$ cat src/rtl/stopwatch_mmss.sv
// MM:SS stopwatch driven by the clock divider's slow tick; synchronises tick_in,
// counts its rising edges as BCD digits under start/stop/clear control.
module stopwatch_mmss #(
   parameter int SYNC_STAGES = 2,
   parameter bit STOP_AT_MAX = 1'b0
) (
   input  logic       clk_in,
   input  logic       reset,
   input  logic       tick_in,
   input  logic       start_stop,
   input  logic       clear,
   output logic [3:0] sec_ones,
   output logic [3:0] sec_tens,
   output logic [3:0] min_ones,
   output logic [3:0] min_tens,
   output logic       running,
   output logic       done,
   output logic       wrap_pulse
);

   typedef enum logic [1:0] {
      ST_IDLE  = 2'd0,
      ST_RUN   = 2'd1,
      ST_PAUSE = 2'd2,
      ST_DONE  = 2'd3
   } state_t;

   state_t                 state_q, state_n;
   logic [SYNC_STAGES-1:0] sync_q;
   logic                   tick_prev_q;
   logic                   tick_rise;
   logic [3:0]             so_q, st_q, mo_q, mt_q;
   logic [3:0]             so_n, st_n, mo_n, mt_n;
   logic                   wrap_n;
   logic                   at_max;

   // NOTE: sequential state uses non-blocking (<=) so every flop samples pre-edge values.
   always_ff @(posedge clk_in or negedge reset) begin
      if (!reset) begin
         sync_q      <= '0;
         tick_prev_q <= 1'b0;
      end else begin
         sync_q      <= {sync_q[SYNC_STAGES-2:0], tick_in};
         tick_prev_q <= sync_q[SYNC_STAGES-1];
      end
   end

   assign tick_rise = sync_q[SYNC_STAGES-1] & ~tick_prev_q;
   assign at_max    = (mt_q == 4'd5) && (mo_q == 4'd9) && (st_q == 4'd5) && (so_q == 4'd9);

   // NOTE: every signal driven here gets a default first, so no path can infer a latch.
   always_comb begin
      state_n = state_q;
      so_n    = so_q;
      st_n    = st_q;
      mo_n    = mo_q;
      mt_n    = mt_q;
      wrap_n  = 1'b0;

      if (clear) begin
         state_n = ST_IDLE;
         so_n    = 4'd0;
         st_n    = 4'd0;
         mo_n    = 4'd0;
         mt_n    = 4'd0;
      end else begin
         case (state_q)
            ST_IDLE, ST_PAUSE: begin
               // A tick arriving with the start pulse is dropped: counting begins next tick.
               if (start_stop) state_n = ST_RUN;
            end
            ST_RUN: begin
               if (start_stop) state_n = ST_PAUSE;
               if (tick_rise) begin
                  if (at_max) begin
                     if (STOP_AT_MAX) begin
                        state_n = ST_DONE;
                     end else begin
                        so_n   = 4'd0;
                        st_n   = 4'd0;
                        mo_n   = 4'd0;
                        mt_n   = 4'd0;
                        wrap_n = 1'b1;
                     end
                  end else if (so_q != 4'd9) begin
                     so_n = so_q + 4'd1;
                  end else begin
                     so_n = 4'd0;
                     if (st_q != 4'd5) begin
                        st_n = st_q + 4'd1;
                     end else begin
                        st_n = 4'd0;
                        if (mo_q != 4'd9) begin
                           mo_n = mo_q + 4'd1;
                        end else begin
                           mo_n = 4'd0;
                           mt_n = mt_q + 4'd1;
                        end
                     end
                  end
               end
            end
            ST_DONE: ;
            default: state_n = ST_IDLE;
         endcase
      end
   end

   always_ff @(posedge clk_in or negedge reset) begin
      if (!reset) begin
         state_q    <= ST_IDLE;
         so_q       <= 4'd0;
         st_q       <= 4'd0;
         mo_q       <= 4'd0;
         mt_q       <= 4'd0;
         wrap_pulse <= 1'b0;
      end else begin
         state_q    <= state_n;
         so_q       <= so_n;
         st_q       <= st_n;
         mo_q       <= mo_n;
         mt_q       <= mt_n;
         wrap_pulse <= wrap_n;
      end
   end

   assign sec_ones = so_q;
   assign sec_tens = st_q;
   assign min_ones = mo_q;
   assign min_tens = mt_q;
   assign running  = (state_q == ST_RUN);
   assign done     = (state_q == ST_DONE);

endmodule
$ cat config.mk
export PLATFORM = sky130hd
export DESIGN_NAME = stopwatch_mmss
export DESIGN_NICKNAME = d
export VERILOG_FILES = /design/src/rtl/stopwatch_mmss.sv
export SDC_FILE = /design/constraint.sdc
export NUM_CORES = 1
export LEC_CHECK = 0
export ABC_AREA = 1
export CORE_MARGIN = 2
export CORE_UTILIZATION = 45
export CTS_CLUSTER_DIAMETER = 30
export DETAILED_ROUTE_END_ITERATION = 10
export PLACE_DENSITY_LB_ADDON = 0.12
export SLEW_MARGIN = 25
export SYNTH_ARGS = -nofsm -noshare
export SYNTH_HDL_FRONTEND = slang
export SYNTH_SLANG_ARGS = --single-unit
$ cat constraint.sdc
create_clock -name clk_in -period 1.4 [get_ports clk_in]
set_clock_uncertainty 0.1 [all_clocks]
set_input_delay 0.28 -clock clk_in [delete_from_list [all_inputs] [get_ports clk_in]]
set_output_delay 0.28 -clock clk_in [all_outputs]
set_load 0.01 [all_outputs]
Word-level counts from Yosys, hierarchy flattened. Cells that the tools add are included.

Bits in registers: 22. Latch bits: 0. Memory bits (writable): 0. Bits in read-only memories: 0. Bits of input ports: 5. Logic and storage cells: 75. Memories kept: 0.

$add $sub $neg: 4. $mul: 0. Divide/modulo/power cells: 0. Magnitude comparators: 0. Eq/ne operators: 15. Shifts and indexed selects: 0. Mux-type cells: 33. Bitwise operators: 2. Reductions and logical operators: 13.

Operators by type and width (number): 2-to-1 mux 4 bit (25); adder 4 x 1 -> 4 bit (second input constant) (4); inequality test 3 bit (second input constant) (5); == test 4 x 3 -> 1 bit (second input constant) (2); == test 4 bit (second input constant) (2); inequality test 4 bit (second input constant) (2); 2-to-1 mux 2 bit (3); AND reduction 3 bit (2); AND reduction 5 bit (1); == test 2 bit (second input constant) (2); 2-to-1 mux 1 bit (4); inequality test 4 x 3 -> 1 bit (second input constant) (1); one-hot mux 2 bit (2 select lines) (1); AND reduction 4 bit (1); nonzero test 2 bit (2); logical AND 1 bit (3); nonzero test 3 bit (1); == test 2 x 1 -> 1 bit (second input constant) (1); zero test 2 bit (1); AND reduction 2 bit (1); OR reduction 2 bit (1); AND 1 bit (1); inverter 1 bit (1).

Depth between registers and ports, before layout. Gate-level depths: netlist (run 1).

Depth after elaboration: 8. Mapped depth: 9.

Worst setup path before layout (run 1). Ideal clock, no wire load.

Path kind: reg-to-reg. Start: reg so_q[0], in the netlist sec_ones[0]. End: reg mo_q[0], in the netlist min_ones[0]. Library setup time: 65 ps. Arrival: 1259 ps. Required time: 1235 ps. Slack: -24 ps. Stages on the path, launching flop included: 9. Buffers on the path: 0. Clock period less this slack: 1424 ps. Path through: dfrtp_1 > ha_1 > nand2_1 > nor2_1 > nor2_1 > nor2_4 > o21ai_1 > nand2_1 > nand2_1.

Cells in the longest elaborated chain, start to end: 6. Elaborated cells between the ends (all ways): 10. Classes of those cells: 4 x eq/ne; 4 x mux; 2 x reduce/logical.

Ends and longest elaborated chain: start, declared (RTL line 32) `logic [3:0] so_q, st_q, mo_q, mt_q;`; start signal, assigned (RTL line 119) `so_q <= so_n;`; == test 4 bit (RTL line 49) `assign at_max = (mt_q == 4'd5) && (mo_q == 4'd9) && (st_q == 4'd5) && (so_q == 4'd9);`; logical AND 1 bit (RTL line 49); 2-to-1 mux 4 bit (RTL line 75) `if (at_max) begin`; 2-to-1 mux 4 bit (RTL line 74) `if (tick_rise) begin`; 2-to-1 mux 4 bit (RTL line 67) `case (state_q)`; 2-to-1 mux 4 bit (RTL line 60) `if (clear) begin`; end signal, assigned (RTL line 121) `mo_q <= mo_n;`; end, declared (RTL line 32).

Parallel ways exist; a longest one is shown, timed or not. The select of a mux whose other input is x is not followed. A chain may end at the register's enable or synchronous reset.

Worst setup path in the final report (run 1).
Start: reg state_q[1]. End: reg mt_q[1], in the netlist min_tens[1].

Cells in the longest elaborated chain, start to end: 3.

Ends and longest elaborated chain: start, declared (RTL line 28) `state_t state_q, state_n;`; start signal, assigned (RTL line 118) `state_q <= state_n;`; == test 2 x 1 -> 1 bit (RTL line 67); nonzero test 2 bit (no source line); AND reduction 5 bit (no source line); end signal, assigned (RTL line 122) `mt_q <= mt_n;`; end, declared (RTL line 32).

No other way between the ends.

==> results of run 1 <==
==> path summary, 6_finish.rpt <==
kind / end / cells after the start
worst min-delay path: sec_ones[2] / 2
min in group clk_in: sync_q[1] / 0
worst min register to register: sync_q[1] / 0
worst max register to register: min_tens[1] / 10
worst max-delay path: min_tens[1] / 10
max in group asynchronous: sec_ones[0] / 2
==> repair_timing <==
item	4_1_cts	5_1_grt
resized for setup	55	44
setup endpoints to repair	34	30
pin swaps	13	19
buffers inserted	19	3
==> routing by layer <==
metal  GRT usage (%)  up-vias  part of all wire, %
met3            3.49        6                  4.0
li1                -      598                    -
met4            5.44        0                  1.5
met1            25.3      572                   42
met5               0        -                    0
met2            35.5       34                   52
==> critical path, cell delays in order (launching register included) <==
cell and delay (ps):
dfrtp_1 410, buf_6 130, buf_4 130, inv_2 40, nand2_2 50, nand2_2 80
nand2_4 80, nor2_4 210, nand2_4 130, nand2_2 100, o21ai_2 50
==> synthesized netlist by cell type <==
library cell	number
xnor2_1	2
a21oi_1	3
o21ai_2	2
xor2_1	3
nand2_2	3
nand2_4	1
o21ai_1	6
o22ai_1	2
nor3_1	1
o21ai_0	5
buf_2	1
or2_4	1
nor2_1	8
inv_1	15
nor2_4	3
nand2_1	35
nand3_1	14
dfrtp_1	22
nand3_2	1
or2_2	1
mux2i_1	1
inv_2	2
ha_1	8
nand4_1	2
==> power breakdown <==
group | leakage (uW) | switching, uW | internal [uW]
Sequential | 0.000290 | 37.7 | 700
Clock | 0.0000210 | 199 | 159
Combinational | 0.000679 | 366 | 387
Total | 0.000991 | 602 | 1250
==> area by class of cell <==
| type | count | area (sq um) |
|---|---|---|
| Multi-Input combinational cell | 102 | 757 |
| Fill cell | 159 | 504 |
| Inverter | 17 | 66.3 |
| Sequential cell | 22 | 552 |
| Clock buffer | 4 | 36.3 |
| Timing Repair Buffer | 65 | 569 |
| Tap cell | 30 | 37.5 |
==> cells in the final DEF, fill, tap and decap left out, types with 4 or more instances in the layout <==
master	instances
inv_1	10
nand2_1	22
dlygate4sd2_1	6
buf_6	11
nand2_2	12
clkdlybuf4s50_1	4
ha_1	5
dfrtp_1	21
o21ai_1	4
nand3_1	13
buf_4	35
o21ai_2	6
nor2_2	5
inv_2	6
nand2_4	4
clkdlybuf4s15_1	9
==> flip-flops by register name (all words and copies together), names as in the netlist <==
| register | count |
|---|---|
| min_ones | 4 |
| min_tens | 4 |
| wrap_pulse | 1 |
| state_q | 2 |
| sec_ones | 4 |
| tick_prev_q | 1 |
| sec_tens | 4 |
| sync_q | 2 |
==> stage by stage <==
step / setup slack (ps) / utilization [%] / instances / power (uW) / area (sq um)
detailed placement: -310 / 64.9 / 215 / 1330 / 1640
CTS: -162 / 74.4 / 238 / 1740 / 1880
finish: -192 / 80.0 / 240 / 1850 / 2020
global placement: -257 / 64.9 / 215 / 1310 / 1640
global route: -270 / 80.0 / 240 / 1960 / 2020
floorplan: -14.4 / - / 142 / 1010 / 1220
==> cells by family (layout without fill, tap and decap cells) <==
kind of cell | count (synthesis) | count (layout) | synth area share, %
AND/OR/NAND/NOR | 70 | 70 | 27.9
flip-flops | 22 | 22 | 45.5
AO/OA/AOI/OAI | 18 | 18 | 8.26
buffers and inverters | 18 | 86 | 5.68
adder cells (fa/ha/maj) | 8 | 8 | 8.26
XOR/XNOR | 5 | 5 | 3.62
multiplexers | 1 | 1 | 0.826
==> impl_metrics.json, run 1 <==
{
  "outcome": "complete, but fails checks",
  "violations": "setup timing",
  "fin_crit_sh_pct": 114,
  "slew_headroom_pct": 80.7,
  "p_leak_uw": 0.000991,
  "fp.coreArea_sq_mm": 0.00252,
  "wl_per_cell_microns": 13.2,
  "slew_violations": 0,
  "hpwl_microns": 1980,
  "nets": 224,
  "synthCells": 142,
  "htreeDepth": 1,
  "fin_crit_ps": 1590,
  "r2r_slack_ps": -190,
  "die_h_microns": 55.9,
  "finalSetupTns_ps": -2020,
  "cts_made_buffers": 3,
  "clk_pin_slew_ps": 130,
  "hp-class": "input port to async pin",
  "synth_cell_type_count": 24,
  "max_clock_freq_mhz": 628,
  "clock_sinks": 22,
  "syn_area_per_cell_sq_um": 8.53,
  "grt_first_pass_wirelength_microns": 5100,
  "drtIter0Drc": 19,
  "netlist_top_cells_area": "dfrtp_1, nand2_1, ha_1, nand3_1, inv_1",
  "viasPerCell": 5.04,
  "synth_top_cell_by_area": "dfrtp_1",
  "finalSetupViolCount": 19,
  "powerDensity_mw_per_mm2": 916,
  "track_usage_pct": 20.1,
  "grt-ovfl-total": 0,
  "ant_nets": 0,
  "row_count": 18,
  "dr.pass1.iters": 4,
  "clk_latency_ps": 300,
  "syn_area_sq_mm": 0.00121,
  "ys.warnings.count": 0,
  "antenna_cells": 0,
  "rsz0062_at_grt": "true",
  "worstPathMaxFanout": 8,
  "syn_to_final_growth_pct": 66.6,
  "finalHoldViolCount": 0,
  "critPathRequiredTime_ps": 1510,
  "critical_path_class": "flop to flop",
  "grt_pass1_vias": 1198,
  "drive_above_1_share_pct": 47.6,
  "endpoint_kind": "flop",
  "synthesis.nets": 155,
  "startpoint": "state_q[1]",
  "initial_core_util_pct": 48.0,
  "drc": 0,
  "place_congestion": 0.826,
  "num_vias": 1210,
  "grt_max_degree": 23,
  "cts_root_buf": "clkbuf_4",
  "die-area_sq_mm": 0.00312,
  "clock_path_buffers": 2,
  "fp.dieW_microns": 55.9,
  "layout_setup_ws_ps": -192,
  "tightestPinTransition_ps": 289,
  "crit_path_start_kind": "flop",
  "cts_tree": "done",
  "holdBufCountCts": 0,
  "arrival_ps": 1700,
  "vdd_drop_max_mv": 0.787,
  "port_buffers": 23,
  "timing.max_cap.violations": 0,
  "synth_seq_area_share_pct": 45.5,
  "synth_top_cell_area_share_pct": 45.5,
  "r2r_start": "state_q[1]",
  "synth-seq-cells": 22,
  "antenna_found_initial": 0,
  "wl_microns": 3160,
  "hold_ws_ps": 204,
  "ioPinCount": 24
}
(Power assumes the default switching activity.)
==> run 2, diff against run 1 <==
CORE_UTILIZATION = 50   (was 45)
clock period = 1.8 ns   (was 1.4 ns; I/O delays follow)
==> impl_metrics.json, run 2 (same netlist as run 1, synthesis figures left out) <==
{
  "drive_above_1_share_pct": 22.0,
  "critical_path_class": "flop to output pin",
  "track_usage_pct": 21.7,
  "final_common_cell": "nand2_1",
  "outcome": "completed",
  "drtIter0Drc": 14,
  "grt_max_degree": 23,
  "layout_setup_ws_ps": 48.4,
  "viasPerCell": 4.96,
  "finalSetupTns_ps": 0,
  "regArea_sq_um": 557,
  "ioPinCount": 24,
  "dr.pass1.iters": 6,
  "cp_slowest_stage_delay_ps": 550,
  "r2r_cells": 9,
  "fin_crit_sh_pct": 97.3,
  "holdPathStages": 0,
  "clock_sinks": 22,
  "place_congestion": 0.807,
  "final_cell_mix": "nand2_1, clkdlybuf4s50_1, buf_4",
  "worstPathMaxFanout": 6,
  "final_core_util_pct": 73.3,
  "cp_cell_sequence": "clkdlybuf4s50_1",
  "drc": 0,
  "r2r_start": "sec_ones[0]",
  "clk_pin_slew_ps": 120,
  "fill_cells": 184,
  "hp-start": "sync_q[0]",
  "clock_path_buffers": 2,
  "crit_path_start_kind": "flop",
  "wl_microns": 2590,
  "tightestPinTransition_ps": 303,
  "r2r-end": "min_ones[1]",
  "hpwl_microns": 1760,
  "pre_cts_ws_ps": 33.2,
  "cts_root_buf": "clkbuf_4",
  "ant_nets": 0,
  "endpoint_kind": "output pin",
  "die-area_sq_mm": 0.00283,
  "port_buffers": 23,
  "initial_core_util_pct": 53.7,
  "slew_violations": 0,
  "finalSetupViolCount": 0,
  "multi_input_area_sq_um": 592,
  "nets": 200,
  "antenna_found_initial": 0,
  "grt_pass1_vias": 1045,
  "grt_first_pass_wirelength_microns": 4460,
  "rsz0062_at_grt": "false",
  "antenna_cells": 0,
  "dp.cells": 196,
  "cts_made_buffers": 3,
  "arrival_ps": 1290,
  "r2r_slack_ps": 150,
  "timing.max_cap.violations": 0,
  "final_cells": 214,
  "critPathSlowestCell": "clkdlybuf4s50_1",
  "fin_crit_ps": 1750,
  "htreeDepth": 1,
  "grt-ovfl-total": 0,
  "die_h_microns": 53.2,
  "vdd_drop_max_mv": 0.606,
  "powerDensity_mw_per_mm2": 778,
  "wl_per_cell_microns": 12.1,
  "power_uw": 1290,
  "fp.dieW_microns": 53.2,
  "finalHoldViolCount": 0,
  "hp-class": "flop to flop",
  "crit_buf_inv": 1,
  "crit_family": "buffers and inverters",
  "cts_tree": "done",
  "max_clock_freq_mhz": 571,
  "row_count": 17,
  "fp.coreArea_sq_mm": 0.00225,
  "min_to": "sync_q[1]",
  "critPathRequiredTime_ps": 1340,
  "clk_latency_ps": 300,
  "slew_headroom_pct": 79.7,
  "p_leak_uw": 0.000823,
  "num_vias": 1061,
  "syn_to_final_growth_pct": 36.5
}
run 2: changes by cell type in the layout (fill, tap and decap cells not counted), sizes merged:
cell           change
dlygate4sd2        -5
clkdlybuf4s50     +16
clkdlybuf4s15      -9
buf               -28
dlymetal6s2s       +2
run 2: how the worst max path moves through the flow:
stage | start | endpoint | slack [ps] | cells after the start
2_1_floorplan | sec_ones[0] | min_ones[0] | 380 | 8
3_3_place_gp | clear | min_ones[1] | 90 | 8
3_5_place_dp | clear | min_ones[1] | 30 | 8
4_1_cts | sec_tens[1] | sec_tens[1] | 2 | 1
5_1_grt | sec_tens[0] | sec_tens[0] | 2 | 1
6_report | sec_tens[0] | sec_tens[0] | 50 | 1
run 2: final cells by class:
cell class / count / share of cell area, %
Multi-Input combinational cell: 102 / 35.8
Sequential cell: 22 / 33.7
Timing Repair Buffer: 41 / 22.3
Inverter: 17 / 3.86
Clock buffer: 4 / 2.20
Tap cell: 28 / 2.12
run 2: metal layers:
metal | vias up | GRT usage [%] | wire length [microns]
li1 | 544 | - | -
met1 | 496 | 28.1 | 1240
met3 | 2 | 2.82 | 89
met4 | 0 | 9.83 | 26
met5 | - | 0 | 0
met2 | 19 | 35.8 | 1230
run 2: per-stage QoR:
stage,hold WS (ps),area [sq um]
final,273,1650
after global routing,281,1650
after CTS,275,1590
after detailed placement,246,1500
after global placement,246,1500
after floorplan,-35.6,1210
run 2: where the power goes:
group,total (uW),internal (uW),switching (uW)
clock network,272,123,148
logic,413,214,199
registers,602,549,53.4
total,1290,886,400
run 2: what timing repair did:
item                       CTS  global route
setup buffers                6             8
hold buffers                 0             0
setup endpoints to repair   10             8
pin swaps                    0             0
resized for setup            5             3
